--- config.mk ---
export PLATFORM = sky130hd
export DESIGN_NAME = sram_fifo_output_arbiter_flat
export DESIGN_NICKNAME = d
export VERILOG_FILES = /design/src/rtl/sram_fifo_output_arbiter_if.sv /design/src/rtl/sram_fifo_output_arbiter.sv /design/src/flat_wrapper.sv
export SDC_FILE = /design/constraint.sdc
export NUM_CORES = 1
export LEC_CHECK = 0
export BUFFER_PORTS_ARGS = -buffer_cell sky130_fd_sc_hd__buf_2
export CORE_AREA = 2 2 535 537
export DETAILED_ROUTE_END_ITERATION = 8
export DIE_AREA = 0 0 537 539
export SYNTH_ARGS = -nofsm -noshare
export SYNTH_HDL_FRONTEND = slang
export SYNTH_SLANG_ARGS = --single-unit
--- constraint.sdc ---
create_clock -name clk -period 3.2 [get_ports clk]
set_input_delay 0.96 -clock clk [delete_from_list [all_inputs] [get_ports clk]]
set_output_delay 0.96 -clock clk [all_outputs]
set_load 0.01 [all_outputs]
--- src/rtl/sram_fifo_output_arbiter_if.sv ---
// Stream bundle for the SRAM-FIFO output arbiter: per-queue AXI4-Stream read
// sides on the s_* side, one merged AXI4-Stream on the m_* side.
interface sram_fifo_output_arbiter_if #(
  parameter int NUM_QUEUES     = 4,
  parameter int QUEUE_ID_WIDTH = 2,
  parameter int TDATA_WIDTH    = 32
) ();
  logic [NUM_QUEUES-1:0]               s_tvalid;
  logic [NUM_QUEUES-1:0]               s_tready;
  logic [NUM_QUEUES*8*TDATA_WIDTH-1:0] s_tdata;
  logic [NUM_QUEUES-1:0]               s_tlast;
  logic [NUM_QUEUES-1:0]               queue_en;
  logic                                m_tvalid;
  logic                                m_tready;
  logic [8*TDATA_WIDTH-1:0]            m_tdata;
  logic [TDATA_WIDTH-1:0]              m_tkeep;
  logic                                m_tlast;
  logic [QUEUE_ID_WIDTH-1:0]           m_tdest;

  // The arbiter itself uses master; the queues and the downstream sink use slave.
  modport master (
    input  s_tvalid, s_tdata, s_tlast, queue_en, m_tready,
    output s_tready, m_tvalid, m_tdata, m_tkeep, m_tlast, m_tdest
  );

  modport slave (
    output s_tvalid, s_tdata, s_tlast, queue_en, m_tready,
    input  s_tready, m_tvalid, m_tdata, m_tkeep, m_tlast, m_tdest
  );
endinterface

--- src/rtl/sram_fifo_output_arbiter.sv ---
// Packet-level round-robin arbiter merging SRAM-FIFO read queues onto one
// AXI4-Stream output through a single registered output stage.
module sram_fifo_output_arbiter #(
  parameter int NUM_QUEUES     = 4,
  parameter int QUEUE_ID_WIDTH = 2,
  parameter int TDATA_WIDTH    = 32
) (
  input  logic                       clk,
  input  logic                       reset,
  sram_fifo_output_arbiter_if.master bus,
  output logic [31:0]                pkt_cnt,
  output logic                       busy
);
  localparam int DW = 8 * TDATA_WIDTH;

  typedef enum logic {IDLE, SEND} state_t;

  state_t                    state_q, state_d;
  logic [QUEUE_ID_WIDTH-1:0] grant_q, grant_d;
  logic [QUEUE_ID_WIDTH-1:0] last_grant_q, last_grant_d;
  logic                      m_tvalid_q, m_tvalid_d;
  logic                      m_tlast_q, m_tlast_d;
  logic [DW-1:0]             m_tdata_q, m_tdata_d;
  logic [QUEUE_ID_WIDTH-1:0] m_tdest_q, m_tdest_d;
  logic [31:0]               pkt_cnt_q, pkt_cnt_d;

  logic [NUM_QUEUES-1:0]     eligible;
  logic [NUM_QUEUES-1:0]     s_tready;
  logic [QUEUE_ID_WIDTH-1:0] winner;
  logic [QUEUE_ID_WIDTH-1:0] cand;
  logic                      any_eligible;
  logic                      out_free;
  logic                      accept;
  logic                      accept_last;
  logic [DW-1:0]             grant_data;

  // Walk downwards from the farthest candidate so the queue closest after
  // last_grant is written last and wins.
  always_comb begin
    eligible     = bus.s_tvalid & bus.queue_en;
    winner       = grant_q;
    cand         = '0;
    any_eligible = 1'b0;
    for (int k = NUM_QUEUES; k >= 1; k--) begin
      cand = QUEUE_ID_WIDTH'((int'(last_grant_q) + k) % NUM_QUEUES);
      if (eligible[cand]) begin
        winner       = cand;
        any_eligible = 1'b1;
      end
    end
  end

  assign out_free = ~m_tvalid_q | bus.m_tready;

  always_comb begin
    s_tready = '0;
    for (int i = 0; i < NUM_QUEUES; i++) begin
      s_tready[i] = ~reset & (state_q == SEND) & out_free &
                    (grant_q == QUEUE_ID_WIDTH'(i));
    end
  end

  assign accept      = |(bus.s_tvalid & s_tready);
  assign accept_last = |(bus.s_tvalid & bus.s_tlast & s_tready);
  assign grant_data  = bus.s_tdata[int'(grant_q)*DW +: DW];

  always_comb begin
    state_d      = state_q;
    grant_d      = grant_q;
    last_grant_d = last_grant_q;
    m_tvalid_d   = m_tvalid_q;
    m_tlast_d    = m_tlast_q;
    m_tdata_d    = m_tdata_q;
    m_tdest_d    = m_tdest_q;
    pkt_cnt_d    = pkt_cnt_q;

    case (state_q)
      IDLE: begin
        if (any_eligible) begin
          grant_d = winner;
          state_d = SEND;
        end
      end
      SEND: begin
        if (accept_last) begin
          state_d      = IDLE;
          last_grant_d = grant_q;
        end
      end
      default: state_d = IDLE;
    endcase

    // The payload only moves on an accepted beat, so backpressure freezes it.
    if (accept) begin
      m_tvalid_d = 1'b1;
      m_tdata_d  = grant_data;
      m_tlast_d  = accept_last;
      m_tdest_d  = grant_q;
    end else if (bus.m_tready) begin
      m_tvalid_d = 1'b0;
    end

    if (m_tvalid_q & bus.m_tready & m_tlast_q) begin
      pkt_cnt_d = pkt_cnt_q + 32'd1;
    end
  end

  always_ff @(posedge clk) begin
    if (reset) begin
      state_q      <= IDLE;
      grant_q      <= '0;
      last_grant_q <= QUEUE_ID_WIDTH'(NUM_QUEUES - 1);
      m_tvalid_q   <= 1'b0;
      m_tlast_q    <= 1'b0;
      m_tdata_q    <= '0;
      m_tdest_q    <= '0;
      pkt_cnt_q    <= '0;
    end else begin
      state_q      <= state_d;
      grant_q      <= grant_d;
      last_grant_q <= last_grant_d;
      m_tvalid_q   <= m_tvalid_d;
      m_tlast_q    <= m_tlast_d;
      m_tdata_q    <= m_tdata_d;
      m_tdest_q    <= m_tdest_d;
      pkt_cnt_q    <= pkt_cnt_d;
    end
  end

  assign bus.s_tready = s_tready;
  assign bus.m_tvalid = m_tvalid_q;
  assign bus.m_tdata  = m_tdata_q;
  assign bus.m_tkeep  = {TDATA_WIDTH{m_tvalid_q}};
  assign bus.m_tlast  = m_tlast_q;
  assign bus.m_tdest  = m_tdest_q;
  assign pkt_cnt      = pkt_cnt_q;
  assign busy         = (state_q == SEND);
endmodule

--- src/flat_wrapper.sv ---
// flat-port wrapper written by rule: the top's interface ports become plain ports
module sram_fifo_output_arbiter_flat 
#(
  parameter int NUM_QUEUES     = 4,
  parameter int QUEUE_ID_WIDTH = 2,
  parameter int TDATA_WIDTH    = 32
)
  (clk, reset, pkt_cnt, busy, bus_s_tvalid, bus_s_tdata, bus_s_tlast, bus_queue_en, bus_m_tready, bus_s_tready, bus_m_tvalid, bus_m_tdata, bus_m_tkeep, bus_m_tlast, bus_m_tdest);
  sram_fifo_output_arbiter_if #(.NUM_QUEUES(NUM_QUEUES), .QUEUE_ID_WIDTH(QUEUE_ID_WIDTH), .TDATA_WIDTH(TDATA_WIDTH)) bus_i ();
  input  logic clk;
  input  logic reset;
  output logic [31:0] pkt_cnt;
  output logic busy;
  input wire logic [$bits(bus_i.s_tvalid)-1:0] bus_s_tvalid;
  input wire logic [$bits(bus_i.s_tdata)-1:0] bus_s_tdata;
  input wire logic [$bits(bus_i.s_tlast)-1:0] bus_s_tlast;
  input wire logic [$bits(bus_i.queue_en)-1:0] bus_queue_en;
  input wire logic [$bits(bus_i.m_tready)-1:0] bus_m_tready;
  output wire logic [$bits(bus_i.s_tready)-1:0] bus_s_tready;
  output wire logic [$bits(bus_i.m_tvalid)-1:0] bus_m_tvalid;
  output wire logic [$bits(bus_i.m_tdata)-1:0] bus_m_tdata;
  output wire logic [$bits(bus_i.m_tkeep)-1:0] bus_m_tkeep;
  output wire logic [$bits(bus_i.m_tlast)-1:0] bus_m_tlast;
  output wire logic [$bits(bus_i.m_tdest)-1:0] bus_m_tdest;
  assign bus_i.s_tvalid = bus_s_tvalid;
  assign bus_i.s_tdata = bus_s_tdata;
  assign bus_i.s_tlast = bus_s_tlast;
  assign bus_i.queue_en = bus_queue_en;
  assign bus_i.m_tready = bus_m_tready;
  assign bus_s_tready = bus_i.s_tready;
  assign bus_m_tvalid = bus_i.m_tvalid;
  assign bus_m_tdata = bus_i.m_tdata;
  assign bus_m_tkeep = bus_i.m_tkeep;
  assign bus_m_tlast = bus_i.m_tlast;
  assign bus_m_tdest = bus_i.m_tdest;
  sram_fifo_output_arbiter #(.NUM_QUEUES(NUM_QUEUES), .QUEUE_ID_WIDTH(QUEUE_ID_WIDTH), .TDATA_WIDTH(TDATA_WIDTH)) u_core (.clk(clk), .reset(reset), .bus(bus_i), .pkt_cnt(pkt_cnt), .busy(busy));
endmodule
==> qor.csv, run 1 <==
stage,metric,value,unit
run_status,status,completed,
sta,min_period,3040,ps
floorplanning,fp.dieW,537,um
sta,period_share,0.950,
setup_path,worstSetupStartpointType,flop,
detailed_routing,avgViaCountPerCell,3.36,
detailed_routing,antenna_left,0,
clock_network,clock-sinks,297,
detailed_routing,wirelength,271000,um
logic_synthesis,syn-cell-area,17000,um^2
logic_synthesis,synthArstFlopShare,0,
power_and_ir_drop,ir_drop,0.000345,V
clock_network,cts-root-buf,clkbuf_16,
logic_synthesis,synth_cell_types,39,
grt,grt-ovfl-total,0,
placement,io_buffers,1367,
placement,gp_congestion,1.16,
min_path,hold_path_class,reg -> reg,
detailed_routing,drtIter0Drc,2213,
logic_synthesis,synth_top_cell_area_share,0.349,
clock_network,cts_tree,done,
sta,setup-tns-final,0,ps
clock_network,htree_levels,2,
detailed_routing,drc,0,
logic_synthesis,synth_ff_type,dfxtp_1,
logic_synthesis,syn_inst,1709,
floorplanning,die-area,289000,um^2
sta,hold_violations,0,
final_layout,final_cells,7047,
floorplanning,core-area,284000,um^2
setup_path,crit_type,reg -> out,
power_and_ir_drop,p_leak,0.0119,uW
grt,grt_max_degree,124,
logic_synthesis,syn_nets,2749,
floorplanning,die_h,539,um
power_and_ir_drop,p_total,14600,uW
logic_synthesis,synth_edf_count,0,
final_layout,drive_gt1_frac,0.584,
setup_path,cp.arrival,2080,ps
grt,antenna_found_initial,564,
final_layout,nets,4029,
clock_network,cts_made_buffers,47,
logic_synthesis,synthTopCellsByArea,"dfxtp_1 (35%), mux4_2 (34%), nand2_1 (12%), a21oi_1 (8.5%), clkbuf_1 (2.0%)",
setup_path,end_kind,output port,
detailed_routing,wire_per_inst,38.5,um
placement,dp_slack,112,ps
final_layout,layout_commonest_cell,buf_2,
setup_path,startpoint,u_core.bus.m_tvalid,
clock_network,clock_latency,700,ps
power_and_ir_drop,power_density,476,nW/um^2
final_layout,layout_common_cells,"buf_2 (1366), nand2_1 (533), dfxtp_1 (295), a21oi_1 (288), mux4_2 (257)",
final_layout,fin_util,0.108,
placement,dp.cells,6702,
grt,first_global_vias,20200,
logic_synthesis,yosys_warnings,0,
floorplanning,row_count,196,
placement,hpwl,247000,um
detailed_routing,vias,23700,
grt,track_usage,0.179,
min_path,hp-start,u_core.bus.m_tdata[249],
run,maxCapViolCount,0,
clock_network,clockBufferDepth,3,
detailed_routing,first_pass_iters,6,
setup_path,regToRegStartpoint,u_core.grant_q[0],
floorplanning,initial_core_util,0.0600,
logic_synthesis,synth_area_leader_cell,dfxtp_1,
sta,slew_violations,0,
logic_synthesis,syn_avg_cell_area,9.96,um^2
logic_synthesis,synth_seq_area_share,0.349,
setup_path,worstPathRequired,2240,ps
sta,max_slew_margin,0.373,
sta,worstMarginPinSlew,928,ps
sta,setup_viol,0,
final_layout,area_growth,80.2,%
sta,clock_skew,32.9,ps
floorplanning,io_pins,1368,
clock_network,path_clk_slew,60,ps
sta,setup_ws,159,ps
grt,grt_pass1_wl,311000,um
setup_path,cp_max_fo,7,
sta,rsz0062_at_grt,false,
sta,fmax,0.329,GHz
logic_synthesis,synth-seq-cells,297,
==> worst max-delay path: stages (launching register included) <==
cell      delay (ps)
dfxtp_1          490
nand2b_1         240
and2_1           230
buf_12           140
and3_1           170
buf_2            130
==> registers in the layout, indices dropped and copies added, names as in the netlist <==
register             flops
u_core.bus.m_tdata     256
u_core.pkt_cnt          32
u_core.bus.m_tdest       2
u_core.grant_q           2
u_core.last_grant_q      2
u_core.bus.m_tlast       1
u_core.bus.m_tvalid      1
u_core.busy              1
==> layer usage <==
layer	track usage	vias up	wire length, um
met5	0	-	1840
met4	0.0687	278	12800
met3	0.141	1006	48400
met2	0.255	2415	108000
met1	0.196	10900	99800
li1	-	9133	-
==> per-stage QoR <==
stage,hold slack [ps],instance area (um^2)
5_1_grt,464,30400
2_1_floorplan,481,17000
6_report,450,30700
4_1_cts,451,30000
3_3_place_gp,438,28300
3_5_place_dp,443,28300
==> kinds of logic (layout without fill, tap and decap cells) <==
| group | count (synthesis) | count (layout) | share of synthesized area |
|---|---|---|---|
| simple gates | 622 | 622 | 0.150 |
| compound gates | 327 | 327 | 0.100 |
| flops | 297 | 297 | 0.349 |
| mux | 259 | 259 | 0.341 |
| buf+inv | 194 | 1512 | 0.0544 |
| xor+xnor | 9 | 9 | 0.00463 |
| fa+ha+maj | 1 | 1 | 0.000735 |
| other cells | 0 | 258 | 0 |
==> Yosys cell counts (all sizes together), types with 2 or more instances <==
cell type	count
nand2	533
dfxtp	297
a21oi	288
mux4	257
buf	99
clkbuf	90
o21ai	15
nand3	14
nor2	14
or3	13
or4	12
nand4	11
o31ai	10
and3	7
and4	5
inv	5
xor2	5
and2	4
o211ai	4
xnor2	4
and3b	3
nor3	3
o21bai	2
o221ai	2
==> where the power goes <==
group          leakage, uW  total (uW)  switching, uW  internal [uW]
clock             0.000827        5930           2430           3500
combinational      0.00862        4620           2600           2020
sequential         0.00241        4080            145           3930
total               0.0119       14600           5180           9440
==> final timing paths <==
check                           depth (start not counted)                      end  slack, ps
worst max-delay path                                    5          bus_s_tready[3]        160
worst min-delay path                                    2  u_core.bus.m_tdata[249]        450
worst max register to register                          5  u_core.bus.m_tdata[255]        770
worst min register to register                          2  u_core.bus.m_tdata[249]        450
==> final cells by class <==
| cell class | count | area (um^2) |
|---|---|---|
| timing repair buffer | 1420 | 7490 |
| fill | 32900 | 253000 |
| antenna | 258 | 646 |
| inverter | 5 | 18.8 |
| clock buffer | 59 | 1350 |
| clock inverter | 28 | 357 |
| tap | 3762 | 4710 |
| sequential | 297 | 5950 |
| multi-input combinational | 1218 | 10200 |
==> what timing repair did <==
item                                    4_1_cts  5_1_grt
resized for setup                             0        1
buffers inserted                              0        0
endpoints found under the setup margin        0        2
hold buffers                                  0        0
Note: power is estimated with default switching activity, not from simulation.
==> inputs of run 2 (changes only) <==
==> constraint.sdc (replaced) <==
create_clock -name clk -period 3.2 [get_ports clk]
set_input_delay 0.48 -clock clk [delete_from_list [all_inputs] [get_ports clk]]
set_output_delay 0.48 -clock clk [all_outputs]
set_load 0.01 [all_outputs]
==> qor.csv, run 2 (same netlist as run 1, synthesis figures left out) <==
stage,metric,value,unit
run_status,status,completed,
clock_network,htree_levels,2,
sta,min_period,2710,ps
grt,grt-ovfl-total,0,
sta,hold_violations,0,
power_and_ir_drop,ir_drop,0.000331,V
clock_network,cts_hold_buffers,0,
clock_network,path_clk_slew,60,ps
sta,setup_ws,491,ps
floorplanning,fp.dieW,537,um
power_and_ir_drop,p_leak,0.0117,uW
final_layout,layout_commonest_cell,buf_2,
setup_path,cp_top_family,simple AND/OR/NAND/NOR gates,
setup_path,cpPeakStageDelay,430,ps
setup_path,worstPathRequired,2720,ps
floorplanning,die_h,539,um
setup_path,reg2reg_depth,4,
final_layout,largest_register_ffs,256,
setup_path,cpMaxStageDelayCell,dfxtp_1,
min_path,hp-start,reset,
placement,dp_slack,663,ps
floorplanning,core-area,284000,um^2
setup_path,rrSetupSlack,810,ps
final_layout,nets,4021,
setup_path,crit_type,reg -> out,
final_layout,fillers,33000,
min_path,hold_depth,2,
setup_path,cp_max_fo,6,
placement,gp_congestion,1.18,
detailed_routing,first_pass_iters,5,
detailed_routing,wire_per_inst,38.6,um
final_layout,drive_gt1_frac,0.581,
final_layout,area_growth,77.8,%
setup_path,worstSetupStartpointType,flop,
sta,clock_skew,44.9,ps
sta,max_slew_margin,0.279,
setup_path,path_cells,"nor2b_1, buf_4, and2_1, nand2_1, nor2_1, buf_2",
setup_path,end_kind,output port,
detailed_routing,drtIter0Drc,2388,
sta,rsz0062_at_grt,false,
final_layout,final_cells,6979,
sta,setup_viol,0,
detailed_routing,avgViaCountPerCell,3.38,
setup_path,regToRegStartpoint,u_core.bus.m_tlast,
clock_network,cts_tree,done,
final_layout,seqCellArea,5950,um^2
floorplanning,row_count,196,
placement,hpwl,247000,um
setup_path,cp.arrival,2230,ps
clock_network,cts-resized-gates,0,
grt,grt_max_degree,110,
clock_network,cts_made_buffers,42,
grt,antenna_found_initial,563,
detailed_routing,wirelength,269000,um
sta,setup-tns-final,0,ps
floorplanning,io_pins,1368,
grt,grt_pass1_wl,309000,um
final_layout,layout_common_cells,"buf_2 (1366), nand2_1 (533), dfxtp_1 (295), a21oi_1 (288), mux4_2 (257)",
setup_path,r2r_end,u_core.pkt_cnt[28],
setup_path,worst-path-buf-inv,2,
clock_network,cts-root-buf,clkbuf_16,
detailed_routing,antenna_left,0,
detailed_routing,drc,0,
clock_network,clock-sinks,297,
detailed_routing,vias,23600,
min_path,hold_path_class,in -> reg,
floorplanning,die-area,289000,um^2
sta,period_share,0.846,
run,maxCapViolCount,0,
sta,worstMarginPinSlew,1080,ps
sta,fmax,0.369,GHz
grt,first_global_vias,20300,
clock_network,clockBufferDepth,3,
power_and_ir_drop,p_total,13900,uW
grt,track_usage,0.178,
sta,whs,199,ps
sta,slew_violations,0,
min_path,hold-path-endpoint,u_core.pkt_cnt[13],
power_and_ir_drop,power_density,460,nW/um^2
placement,io_buffers,1367,
clock_network,post_cts_buffers,0,
floorplanning,initial_core_util,0.0600,
clock_network,clock_latency,670,ps
final_layout,multi_input_area,10200,um^2
placement,dp.cells,6699,
[run 2: cell type report]
| type | instances | area share |
|---|---|---|
| Multi-Input combinational cell | 1218 | 0.336 |
| Timing Repair Buffer | 1417 | 0.246 |
| Inverter | 5 | 0.000620 |
| Tap cell | 3762 | 0.155 |
| Sequential cell | 297 | 0.197 |
| Clock buffer | 52 | 0.0373 |
| Clock inverter | 22 | 0.0107 |
| Antenna cell | 206 | 0.0170 |
[run 2: layer usage]
layer / track usage / share of wire / up-vias
met5: 0 / 0.0072 / -
met3: 0.148 / 0.20 / 993
li1: - / - / 9065
met2: 0.256 / 0.40 / 2420
met1: 0.191 / 0.35 / 10800
met4: 0.0614 / 0.050 / 292
[run 2: how the worst max path moves through the flow]
stage,startpoint,endpoint,slack (ps),cells after the start
after floorplan,u_core.bus.m_tvalid,u_core.pkt_cnt[28],630,5
after global placement,bus_m_tready,u_core.bus.m_tdata[75],700,7
after detailed placement,bus_m_tready,u_core.bus.m_tdata[75],660,7
after CTS,u_core.busy,bus_s_tready[2],340,6
after global routing,u_core.busy,bus_s_tready[2],320,6
final,u_core.busy,bus_s_tready[2],490,6
[run 2: per-stage QoR]
stage	instance area, um^2	utilization
floorplan	17000	-
global placement	28300	0.0997
detailed placement	28300	0.0997
CTS	29800	0.105
global route	30000	0.106
finish	30300	0.107
[run 2: power by group]
group	switching, uW	internal, uW	total, uW
combinational	2550	2010	4570
clock	2200	3080	5280
sequential	157	3930	4090
total	4900	9030	13900
==> inputs of run 3 (changes only) <==
==> constraint.sdc (replaced) <==
create_clock -name clk -period 2.5 [get_ports clk]
set_input_delay 0.375 -clock clk [delete_from_list [all_inputs] [get_ports clk]]
set_output_delay 0.375 -clock clk [all_outputs]
set_load 0.01 [all_outputs]
==> qor.csv, run 3 (same netlist as run 1, synthesis figures left out) <==
stage,metric,value,unit
run_status,status,completed,
detailed_routing,drc,0,
clock_network,clockBufferDepth,3,
floorplanning,die-area,289000,um^2
floorplanning,core-area,284000,um^2
detailed_routing,antenna_left,0,
detailed_routing,wire_per_inst,39.2,um
grt,grt_max_degree,105,
sta,period_share,0.964,
floorplanning,io_pins,1368,
clock_network,post_cts_buffers,0,
floorplanning,fp.dieW,537,um
clock_network,clock-sinks,297,
sta,max_slew_margin,0.152,
sta,hold_violations,0,
clock_network,cts-root-buf,clkbuf_16,
power_and_ir_drop,p_switching,6800,uW
clock_network,clock_latency,700,ps
clock_network,htree_levels,2,
floorplanning,die_h,539,um
setup_path,crit_type,reg -> out,
power_and_ir_drop,clockPowerShare,0.372,
setup_path,worstSetupStartpointType,flop,
final_layout,layout_commonest_cell,buf_2,
final_layout,drive_gt1_frac,0.586,
final_layout,layout_common_cells,"buf_2 (1365), nand2_1 (533), dfxtp_1 (293), a21oi_1 (288), mux4_2 (257)",
placement,io_buffers,1367,
power_and_ir_drop,ir_drop,0.000421,V
sta,worstMarginPinSlew,1260,ps
grt,grt-ovfl-total,0,
power_and_ir_drop,p_leak,0.0119,uW
placement,hpwl,252000,um
run,maxCapViolCount,0,
detailed_routing,avgViaCountPerCell,3.42,
grt,track_usage,0.182,
power_and_ir_drop,p_int,11500,uW
power_and_ir_drop,seqPwrFrac,0.285,
grt,first_global_vias,20400,
sta,setup_viol,0,
setup_path,path_cells,"nor2b_2, buf_6, nand2_1, nor2_2, and2_1, buf_2",
min_path,hold_path_class,in -> reg,
setup_path,end_kind,output port,
sta,slew_violations,0,
sta,fmax,0.415,GHz
clock_network,cts_tree,done,
setup_path,cp_max_fo,7,
setup_path,worstPathRequired,2120,ps
clock_network,path_clk_slew,60,ps
final_layout,nets,4037,
grt,grt_pass1_wl,316000,um
sta,whs,139,ps
detailed_routing,vias,24100,
setup_path,cp.arrival,2030,ps
final_layout,area_growth,80.8,%
clock_network,cts_hold_buffers,0,
power_and_ir_drop,p_sw_frac,0.371,
placement,gp_congestion,1.17,
final_layout,largest_register_ffs,256,
setup_path,cpPeakStageDelay,390,ps
floorplanning,row_count,196,
final_layout,fin_util,0.108,
detailed_routing,drtIter0Drc,2491,
clock_network,cts_made_buffers,42,
power_and_ir_drop,power_density,596,nW/um^2
sta,clock_skew,33.6,ps
detailed_routing,wirelength,277000,um
sta,min_period,2410,ps
detailed_routing,first_pass_iters,9,
power_and_ir_drop,p_comb_frac,0.344,
setup_path,cpMaxStageDelayCell,dfxtp_2,
grt,antenna_found_initial,579,
floorplanning,initial_core_util,0.0600,
-- run 3: changes by cell type in the layout (fill, tap and decap cells not counted), sizes merged --
cell and change:
clkinvlp -2, clkbuf +3, clkinv +2, bufinv -4, diode +58, buf +16, inv +4
-- run 3: what timing repair did --
action / 4_1_cts / 5_1_grt
gates cloned: 0 / 0
resized for setup: 3 / 3
endpoints found under the setup margin: 2 / 2
-- run 3: area by class of cell --
type | count | area (um^2)
Antenna cell | 264 | 661
Clock buffer | 55 | 1220
Clock inverter | 22 | 270
Fill cell | 33000 | 253000
Inverter | 5 | 18.8
Multi-Input combinational cell | 1218 | 10200
Sequential cell | 297 | 5960
Tap cell | 3762 | 4710
Timing Repair Buffer | 1433 | 7770
-- run 3: power groups by stage --
stage               sequential, uW  combinational, uW  clock, uW
floorplan                     5420               2810          0
global placement              5310               6270          0
detailed placement            5320               6280          0
CTS                           5210               6320       7050
global route                  5250               6590       7140
finish                        5220               6300       6820
-- run 3: stage by stage --
step | area [um^2] | setup TNS (ps) | total power (uW) | setup WS [ps] | instances
CTS | 30100 | 0 | 18600 | 14.4 | 6792
finish | 30800 | 0 | 18300 | 91.0 | 7056
global route | 30400 | -17.6 | 19000 | -17.6 | 6923
global placement | 28600 | 0 | 11600 | 163 | 6715
floorplan | 17000 | 0 | 8220 | 292 | 1709
detailed placement | 28600 | 0 | 11600 | 138 | 6715
-- run 3: routing by layer --
layer | part of all wire | routed length (um) | GRT usage | vias up
li1 | - | - | - | 9176
met3 | 0.20 | 55300 | 0.151 | 1047
met5 | 0.0072 | 2000 | 0 | -
met4 | 0.055 | 15200 | 0.0804 | 302
met2 | 0.39 | 109000 | 0.256 | 2599
met1 | 0.34 | 95400 | 0.194 | 11000
-- run 3: worst paths after layout --
check,slack [ps],cells past startpoint,to,startpoint
setup / recovery,90,6,bus_s_tready[1],u_core.busy
hold / removal,140,4,u_core.busy,reset
setup reg to reg,160,4,u_core.pkt_cnt[31],u_core.pkt_cnt[4]
hold reg to reg,450,2,u_core.bus.m_tdata[7],u_core.bus.m_tdata[7]
-- run 3: worst max-delay path, delay by kind of cell, from the launching register on --
| kind | cells | cell delay, ps |
|---|---|---|
| buf+inv | 2 | 370 |
| flops | 1 | 390 |
| simple gates | 4 | 590 |
